===== src/rtl/fifo_arb_rx.sv =====
// Packet router: parses a command word plus N payload words from one write
// stream and steers the whole packet into one of two FWFT output FIFOs.

module fifo_arb_rx_fifo #(
  parameter int DW    = 32,
  parameter int DEPTH = 16
) (
  input  logic          clk_i,
  input  logic          rst_ni,
  input  logic          push,
  input  logic [DW-1:0] push_data,
  input  logic          pop,
  output logic [DW-1:0] head,
  output logic          empty,
  output logic          full
);
  localparam int AW = $clog2(DEPTH);

  logic [DW-1:0] mem [DEPTH];
  logic [AW:0]   wptr;
  logic [AW:0]   rptr;
  logic          do_push;
  logic          do_pop;

  assign empty   = (wptr == rptr);
  assign full    = (wptr[AW] != rptr[AW]) && (wptr[AW-1:0] == rptr[AW-1:0]);
  assign do_pop  = pop && !empty;
  // a pop on the same edge frees the slot, so a push into a full FIFO is safe
  assign do_push = push && (!full || do_pop);
  assign head    = mem[rptr[AW-1:0]];

  always_ff @(posedge clk_i) begin
    if (do_push) mem[wptr[AW-1:0]] <= push_data;
  end

  always_ff @(posedge clk_i or negedge rst_ni) begin
    if (!rst_ni) begin
      wptr <= '0;
      rptr <= '0;
    end else begin
      if (do_push) wptr <= wptr + 1'b1;
      if (do_pop)  rptr <= rptr + 1'b1;
    end
  end
endmodule

// state | meaning
// CMD   | next accepted word is a command; route and length decoded from it
// DATA  | payload words pending; routed to latched target until remaining hits 0
module fifo_arb_rx #(
  parameter int            DW        = 32,
  parameter int            DEPTH     = 16,
  parameter logic [DW-1:0] SEL_MASK  = 1,
  parameter int            CNT_SHIFT = 1,
  parameter int            CNT_MASK  = 7
) (
  input  logic          clk_i,
  input  logic          rst_ni,
  input  logic          wr_en_i,
  input  logic [DW-1:0] wr_data_i,
  output logic          full_o,
  input  logic          f1_rd_en_i,
  output logic [DW-1:0] f1_rd_data_o,
  output logic          f1_empty_o,
  input  logic          f2_rd_en_i,
  output logic [DW-1:0] f2_rd_data_o,
  output logic          f2_empty_o
);
  typedef enum logic {ST_CMD, ST_DATA} state_t;

  localparam logic [DW-1:0] CNT_MASK_W = DW'(CNT_MASK);

  state_t        state, state_nxt;
  logic [3:0]    remaining, remaining_nxt;
  logic          target, target_nxt;
  logic [DW-1:0] field;
  logic [3:0]    n_cmd;
  logic          sel_cmd;
  logic          route_f1;
  logic          accept;
  logic          f1_full, f2_full;

  assign field   = (wr_data_i >> CNT_SHIFT) & CNT_MASK_W;
  assign sel_cmd = |(wr_data_i & SEL_MASK);

  always_comb begin
    n_cmd = 4'd0;
    if      (field == DW'(1)) n_cmd = 4'd1;
    else if (field == DW'(2)) n_cmd = 4'd2;
    else if (field == DW'(3)) n_cmd = 4'd4;
    else if (field == DW'(4)) n_cmd = 4'd8;
  end

  // back-pressure depends on state only, never on the word being presented
  assign full_o   = (state == ST_CMD) ? (f1_full || f2_full)
                                      : (target ? f1_full : f2_full);
  assign accept   = wr_en_i && !full_o;
  assign route_f1 = (state == ST_CMD) ? sel_cmd : target;

  always_comb begin
    state_nxt     = state;
    remaining_nxt = remaining;
    target_nxt    = target;
    if (accept) begin
      case (state)
        ST_CMD: begin
          if (n_cmd != 4'd0) begin
            target_nxt    = sel_cmd;
            remaining_nxt = n_cmd;
            state_nxt     = ST_DATA;
          end
        end
        ST_DATA: begin
          remaining_nxt = remaining - 4'd1;
          if (remaining == 4'd1) state_nxt = ST_CMD;
        end
        default: state_nxt = ST_CMD;
      endcase
    end
  end

  always_ff @(posedge clk_i or negedge rst_ni) begin
    if (!rst_ni) begin
      state     <= ST_CMD;
      remaining <= 4'd0;
      target    <= 1'b0;
    end else begin
      state     <= state_nxt;
      remaining <= remaining_nxt;
      target    <= target_nxt;
    end
  end

  fifo_arb_rx_fifo #(.DW(DW), .DEPTH(DEPTH)) u_f1 (
    .clk_i     (clk_i),
    .rst_ni    (rst_ni),
    .push      (accept && route_f1),
    .push_data (wr_data_i),
    .pop       (f1_rd_en_i),
    .head      (f1_rd_data_o),
    .empty     (f1_empty_o),
    .full      (f1_full)
  );

  fifo_arb_rx_fifo #(.DW(DW), .DEPTH(DEPTH)) u_f2 (
    .clk_i     (clk_i),
    .rst_ni    (rst_ni),
    .push      (accept && !route_f1),
    .push_data (wr_data_i),
    .pop       (f2_rd_en_i),
    .head      (f2_rd_data_o),
    .empty     (f2_empty_o),
    .full      (f2_full)
  );
endmodule


===== config.mk =====
export PLATFORM = sky130hd
export DESIGN_NAME = fifo_arb_rx
export DESIGN_NICKNAME = d
export VERILOG_FILES = /design/src/rtl/fifo_arb_rx.sv
export SDC_FILE = /design/constraint.sdc
export NUM_CORES = 1
export LEC_CHECK = 0
export ABC_CLOCK_PERIOD_IN_PS = 5400
export CAP_MARGIN = 20
export CORE_MARGIN = 2
export CORE_UTILIZATION = 55
export DETAILED_ROUTE_END_ITERATION = 6
export PLACE_DENSITY = 0.71
export SLEW_MARGIN = 0
export SYNTH_ARGS = -nofsm -noshare
export SYNTH_HDL_FRONTEND = slang
export SYNTH_SLANG_ARGS = --single-unit

===== constraint.sdc =====
create_clock -name clk_i -period 5.4 [get_ports clk_i]
set_input_delay 1.08 -clock clk_i [delete_from_list [all_inputs] [get_ports clk_i]]
set_output_delay 1.08 -clock clk_i [all_outputs]
set_load 0.005 [all_outputs]

---- Yosys cells after proc, flatten, opt, wreduce, memory -nomap -nowiden ----
Memory sizes are Yosys's and may differ from the RTL's.
Index checks and enable logic that the tools add are counted.
storage, ports and cells
  register bits ........................... 26
  RAM bits ................................ 1024
  output and inout port bits .............. 67
  memories kept ........................... 2
  word-level logic and storage cells ...... 64
  input bits .............................. 37
memories
  name      depth  bits a word  rd ports  clocked after Yosys merged registers in  wr ports  RTL line  RTL
  u_f1.mem  16     32           1         0                                        1         19        logic [DW-1:0] mem [DEPTH];
  u_f2.mem  16     32           1         0                                        1         19
operators by class
  reduce and logical (&&, ||, !) cells .... 21
  add/subtract/negate cells ............... 5
  bitwise logic cells ..................... 1
  muxes and demuxes ....................... 16
  eq/ne operators ......................... 12
operator list
  kind                 number
  $add 5x1->5 const B  4
  $mux 4               5
  $eq 5x5->1           2
  $logic_and 1x1->1    9
  $mux 1               9
  $eq 4x4->1           2
  $pmux 4 s2           1
  $eq 3x2->1 const B   2
  $logic_not 1->1      6
  $eq 4x1->1 const B   1
  $reduce_bool 4->1    1
  $sub 4x1->4 const B  1
  $eq 3x1->1 const B   1
  $eq 3x3->1 const B   1
  $logic_or 1x1->1     3
  $reduce_and 3->1     1
  $ne 1x1->1           2
  $ne 2x1->1 const B   1
  $pmux 1 s2           1
  $reduce_and 2->1     1
  $not 1->1            1

---- Logic depth before layout (Yosys ltp) ----
Gate-level depths: netlist of the first run.
  depth in word-level cells ............... 10
  gate-level depth with buffers ........... 8
  gate-level depth less buffers ........... 6

---- Hierarchy ----
A second synthesis of the first run with hierarchy kept.
second synthesis, totals
  cell total of the unflattened synthesis .. 1764
  area, all modules ....................... 40104.7 µm²
by module, submodules not included
  module                   area each (µm²)  times used  sequential area each (µm²)  cells each
  fifo_arb_rx_fifo (u_f2)  19822.8          1           15625.0                     855
  fifo_arb_rx_fifo (u_f1)  19821.5          1           15625.0                     855
  fifo_arb_rx              460.4            1           150.1                       54

---- Worst setup path before layout of the first run ----
No wires, ideal clock.
  path type ............................... input to register
  from .................................... input wr_data_i[0]
  to ...................................... memory u_f2.mem[3][0], enable pin
  data required time ...................... 4939 ps
  stages on the path ...................... 5
  buffers on the path ..................... 0
  path slack .............................. 920 ps
  arrival ................................. 4019 ps
  setup time .............................. 461 ps
  cells stage by stage .................... nor2_1 > o21ai_1 > a211oi_4 > nand2_1 > nor3_1
between the ends
  longest elaborated chain between the ends .. 6
RTL lines
  element                       RTL line  RTL
  start: declaration            60        input logic [DW-1:0] wr_data_i,
  $mux 1                        98        assign route_f1 = (state == ST_CMD) ? sel_cmd : target;
  $logic_not 1->1               148       .push (accept && !route_f1),
  $logic_and 1x1->1             148
  $logic_and 1x1->1             29        assign do_push = push && (!full || do_pop);
  $mux 1                        33        if (do_push) mem[wptr[AW-1:0]] <= push_data;
  $mux 1 (not written as such)  33
  end: declaration              19
No other way between the ends.

---- Final worst setup path of the first run ----
  from .................................... register u_f1.rptr[1]
  to ...................................... output f1_rd_data_o[1]
between the ends
  longest elaborated chain between the ends .. 1
RTL lines
  element                   RTL line  RTL
  start: declaration        21        logic [AW:0] rptr;
  start signal: assignment  42        if (do_pop) rptr <= rptr + 1'b1;
  $mem_v2 16x32             --
  end: declaration          63        output logic [DW-1:0] f1_rd_data_o,
No other way between the ends.

==> flow_summary.ini, run 1 <==
[die]
dieHeight_um = 274.2
dieArea_um2 = 75190
io_pins = 104
core_um2 = 72590
die_w_um = 274.2
initial_utilization_pct = 55.32
num_rows = 99

[power]
power.density_nw_per_um2 = 513.9
peakVddDrop_uv = 416.7
p_leak_uw = 0.01452

[synth]
synth_compound_area_share_pct = 0.4798
yosysSeqAreaShare_pct = 78.19
synth_area_leaders = edfxtp_1, mux4_2, dfrtp_1
synth_top_cell_by_area = edfxtp_1
synth-seq-cells = 1050
synthAdderAreaFrac_pct = 0.3739
ys_types = 43
synth_xor_xnor_area_share_pct = 0.6107
synth_edf_count = 1024
syn_avg_cell_area_um2 = 24.82
synth_top_area_share_pct = 76.57
yosys.area_share.simple_pct = 1.034
synth_top_family_by_area = multiplexers
ys_dominant_reg_cell = edfxtp_1
muxShareOfSynthArea_pct = 18.06
synth_fp_nets = 1667
syn-cell-area_um2 = 40160
async_reset_ff_share_pct = 2.476
syn_inst = 1618
yosysWarnings = 0

[cells_and_area]
diodes = 0
final_layout_size_suffix_gt1_share_pct = 31.40
finalNetCount = 1866
area_delta_synth_final_pct = 15.36
final_cells = 2851
final_core_util_pct = 63.82
final_area_um2 = 46330
fillers = 4662

[placement]
numPortBuffers = 103
dp.cells = 2656
gp_congestion = 0.7730
preCtsSetupSlack_ns = 0.9456
placed_area_um2 = 42700
post-dp-hpwl_um = 46320

[detailed_routing]
drt-wirelength-per-cell_um = 29.47
vias = 17780
initialDrtViolationCount = 1725
drc = 0
via_per_inst = 6.235
drt_wl_total_um = 84010
ant_nets = 0
dr.pass1.iters = 7

[cts]
holdBufCountCts = 0
clockBufferDepth = 3
cts_tree = built
numCtsBuffers = 99
clk_root_buffer_cell = clkbuf_16
clk_pin_slew_ns = 0.06
cts_max_level = 3
cts_sinks = 1050
clk_latency_ns = 0.65
post_cts_buffers = 0
cts_resized = 0

[worst_setup_path]
cp_max_fo = 37
path_delay_family = buffers and inverters
crit_top_cell = mux4_2
crit_slowest_cell = dfrtp_4
ff2ff_setup_slack_ns = 1.69
path_buf_inv = 2
start_kind = register
crit_path_end_kind = output pin
cp_cell_sequence = buf_4 -> mux4_2 -> mux4_2 -> clkdlybuf4s50_1
critPathMaxStageDelay_ns = 0.83
crit_type = reg -> out
arrival_ns = 3.54
required_ns = 4.32

[timing]
maxSlewHeadroom_pct = 29.59
slew_viol_final = 0
skew_ns = 0.01420
tightest_slew_ns = 1.054
finalHoldViolCount = 0
setup_ws_ns = 0.7837
min_period_ns = 4.616
rsz0062_at_grt = no
max_freq_ghz = 0.2166
report.final.setup_viol = 0
setup_tns_ns = 0
finalCritPeriodShare_pct = 85.49

[outcome]
status = finished clean

[hold_path]
min_path_type = reg -> reg

[global_routing]
grt-ovfl-total = 0
antenna_found_initial = 0
grt_max_degree = 133
grt_usage_pct = 22.73
grt_pass1_vias = 18640
grt_pass1_wl_um = 122900

[job]
drv_cap = 0
## through the flow
| stage | hold WS [ns] | total power, µW |
|---|---|---|
| floorplan | 0.4617 | 14430 |
| global placement | 0.4744 | 17150 |
| detailed placement | 0.4794 | 17240 |
| CTS | 0.4904 | 24010 |
| global route | 0.5060 | 24680 |
| finish | 0.4911 | 23810 |
## report_power, final
group	internal, µW	leakage, µW	total, µW	switching (µW)
combinational	3780	0.00343	6910	3140
clock	3950	0.00157	6820	2860
sequential	9550	0.00952	10100	523
## sequential cells by signal (all words and copies together), names as in the netlist
name	cells
state	1
u_f2.wptr	5
u_f2.mem	512
u_f2.rptr	5
target	1
remaining	4
u_f1.mem	512
u_f1.rptr	5
u_f1.wptr	5
## kinds of logic after synthesis
| logic type | count (synthesis) |
|---|---|
| flops | 1050 |
| mux | 324 |
| buf+inv | 96 |
| simple gates | 84 |
| xor+xnor | 28 |
| compound gates | 24 |
| fa+ha+maj | 12 |
## per-layer routing
layer / GRT usage, % / vias to the layer above / wire length (µm)
met4: 8.467 / 0 / 2395
li1: - / 7366 / -
met5: 0 / - / 0
met3: 2.995 / 122 / 4481
met2: 38.14 / 638 / 43570
met1: 31.00 / 9649 / 33560
## synthesized netlist by cell type (all sizes together), types with 4 or more instances
master and n:
ha 12, a21oi 4, nor2 30, inv 11, xnor2 23, nor3 9
dfrtp 26, xor2 5, a211oi 5, nand2 17, mux4 320, edfxtp 1024
buf 58, clkbuf 27, nand4 8, nand3 4, nand2b 6, o21ai 6
## worst reg2reg max path, delay by kind of cell, from the launching register on
family | cells | cell delay (ns)
AOI/OAI and AO/OA | 2 | 0.60
xor gates and xnor gates | 1 | 0.11
buffers and inverters | 1 | 0.32
and+or+nand+nor | 3 | 1.39
DFF | 1 | 0.88
## placed cells by master, fill, tap and decap left out, types with 3 or more instances in the layout
cell                n
xor2_1              5
bufinv_16          10
clkinv_2           24
inv_1              11
nor3_2              9
dfrtp_4             4
nand2_1            17
buf_12              8
dfrtp_1            18
xnor2_1            23
buf_16              6
mux4_2            320
nand4_1             7
dfrtp_2             4
buf_4              54
ha_1               12
clkdlybuf4s50_1   103
a21oi_1             4
clkinv_1           23
clkbuf_1           10
nor2_4             22
clkbuf_16         111
nand3_1             4
edfxtp_1         1024
nor2_1              8
buf_8               4
nand2b_1            6
clkinvlp_4          3
o21ai_0             5
mux2_2              3
## layout make-up
type                       count  area (µm²)  area share, %
clock buffer                 115        2643          5.704
clock inverter                61       538.0          1.161
inverter                      11       41.29        0.08913
multi-input combinational    472        8462          18.27
sequential                  1050       31420          67.82
tap                          959        1200          2.590
timing repair buffer         183        2022          4.365
## path summary, 6_finish.rpt
path,endpoint,cells past startpoint,from
hold / removal,u_f1.wptr[4]$_DFFE_PN0P_,1,u_f1.wptr[4]$_DFFE_PN0P_
setup reg to reg,u_f2.mem[6][7]$_DFFE_PP_,7,u_f1.rptr[0]$_DFFE_PN0P_
min in group asynchronous,u_f1.rptr[2]$_DFFE_PN0P_,2,rst_ni
setup / recovery,f1_rd_data_o[1],4,u_f1.rptr[1]$_DFFE_PN0P_
hold reg to reg,u_f1.wptr[4]$_DFFE_PN0P_,1,u_f1.wptr[4]$_DFFE_PN0P_
max in group asynchronous,u_f2.rptr[0]$_DFFE_PN0P_,2,rst_ni
No activity file was read; power rests on OpenSTA's default activity.
==> run 2, diff against run 1 <==
- ABC_CLOCK_PERIOD_IN_PS: 5400 -> 4700
- CORE_MARGIN: 2 -> default
- clock period: 5.4 -> 4.7 ns (I/O delays scaled with it)
==> flow_summary.ini, run 2 (synthesis results as in run 1) <==
[die]
dieArea_um2 = 74100
core_um2 = 71850
io_pins = 104
die_w_um = 272.2
initial_utilization_pct = 55.89
num_rows = 98
dieHeight_um = 272.2

[cells_and_area]
area_delta_synth_final_pct = 16.10
fillers = 4526
final_layout_size_suffix_gt1_share_pct = 31.68
final_area_um2 = 46620
finalNetCount = 1884
final_common_cell = edfxtp_1
diodes = 0
layout_common_cells = edfxtp_1, mux4_2, clkdlybuf4s50_1
final_core_util_pct = 64.88

[timing]
max_freq_ghz = 0.2281
tightest_slew_ns = 1.088
report.final.setup_viol = 0
slew_viol_final = 0
timing.hold.ws_ns = 0.4936
maxSlewHeadroom_pct = 27.21
setup_tns_ns = 0
finalCritPeriodShare_pct = 93.29
rsz0062_at_grt = no
finalHoldViolCount = 0
skew_ns = 0.01740
min_period_ns = 4.384

[worst_setup_path]
setup.worst_path.start = u_f2.rptr[0]$_DFFE_PN0P_
cp_max_fo = 34
start_kind = register
required_ns = 3.76
crit_type = reg -> out
arrival_ns = 3.44
crit_path_end_kind = output pin
r2r-start = u_f2.rptr[0]$_DFFE_PN0P_

[cts]
clockBufferDepth = 3
numCtsBuffers = 99
clk_latency_ns = 0.65
cts_max_level = 3
cts_tree = built
clk_pin_slew_ns = 0.06
post_cts_buffers = 0
holdBufCountCts = 0
clk_root_buffer_cell = clkbuf_16
cts_resized = 0
cts_sinks = 1050

[detailed_routing]
drt-wirelength-per-cell_um = 29.18
wl_met1_um = 34420
wl_met2_um = 41720
via_per_inst = 6.231
highest_layer = met4
drc = 0
initialDrtViolationCount = 1872
drt_wl_total_um = 83730
dr.pass1.iters = 5
ant_nets = 0
wl_met3_um = 5601
vias = 17880

[placement]
numPortBuffers = 103
gp_congestion = 0.7695
placed_area_um2 = 43210
post-dp-hpwl_um = 47840

[power]
peakVddDrop_uv = 290.2
p_sw_uw = 7548
p_total_uw = 27250
p_seq_share_pct = 42.8
intPower_uw = 19700
p_leak_uw = 0.01460
p_clk_share_pct = 28.0
power.density_nw_per_um2 = 584.4
p_sw_share_pct = 27.70
pwr-share-comb_pct = 29.2

[global_routing]
grt_usage_pct = 23.05
antenna_found_initial = 1
grt_pass1_vias = 18360
grt-ovfl-total = 0
grt_pass1_wl_um = 122900
grt_max_degree = 50

[outcome]
status = finished clean

[hold_path]
hold_start = u_f2.rptr[4]$_DFFE_PN0P_
min_path_type = reg -> reg

[job]
drv_cap = 0
## run 2: changes by cell type in the layout (fill, tap and decap cells not counted), sizes merged
cell      previous run  this run
clkbuf             123       128
buf                 72        97
inv                 12        16
clkinvlp             3         5
clkinv              47        41
bufinv              10         7
## run 2: metal layers
layer  GRT usage (%)  up-vias
met5               0        -
met4           6.830        0
met3           3.518      118
met2           36.84      733
met1           33.51     9618
li1                -     7408
## run 2: area by class of cell
class	instances	area (µm²)	share of cell area [%]
Clock buffer	127	2604	5.585
Tap cell	950	1189	2.550
Sequential cell	1050	31420	67.39
Timing Repair Buffer	201	2422	5.196
Multi-Input combinational cell	472	8462	18.15
Inverter	11	41.29	0.08856
Clock inverter	58	484.2	1.039
## run 2: final timing paths
check | cells after the start | end | slack, ns
setup / recovery | 4 | f2_rd_data_o[23] | 0.32
hold / removal | 1 | u_f2.rptr[4]$_DFFE_PN0P_ | 0.49
setup reg to reg | 8 | u_f1.mem[5][9]$_DFFE_PP_ | 1.23
hold reg to reg | 1 | u_f2.rptr[4]$_DFFE_PN0P_ | 0.49
max in group asynchronous | 2 | u_f2.rptr[0]$_DFFE_PN0P_ | 3.71
min in group asynchronous | 2 | u_f1.wptr[4]$_DFFE_PN0P_ | 0.68
## run 2: power by group through the flow
stage / Sequential, µW / Clock (µW) / Combinational [µW]
after floorplan: 11300 / 0 / 5260
after global placement: 11800 / 0 / 7950
after global routing: 11700 / 8110 / 8420
final: 11700 / 7620 / 7970
after CTS: 11700 / 7750 / 8100
after detailed placement: 11900 / 0 / 8040
## run 2: critical path, cell delays in order (launching register included)
cell and delay (ns):
dfrtp_4 0.80, buf_12 0.36, mux4_2 0.56, mux4_2 0.54
clkdlybuf4s50_1 0.49
## run 2: stage by stage
step                      setup slack, ns  instances
after floorplan                    0.3601       1618
after global placement             0.8079       2663
after detailed placement           0.7600       2668
after CTS                          0.2382       2853
after global routing               0.1620       2869
final                              0.3156       2869
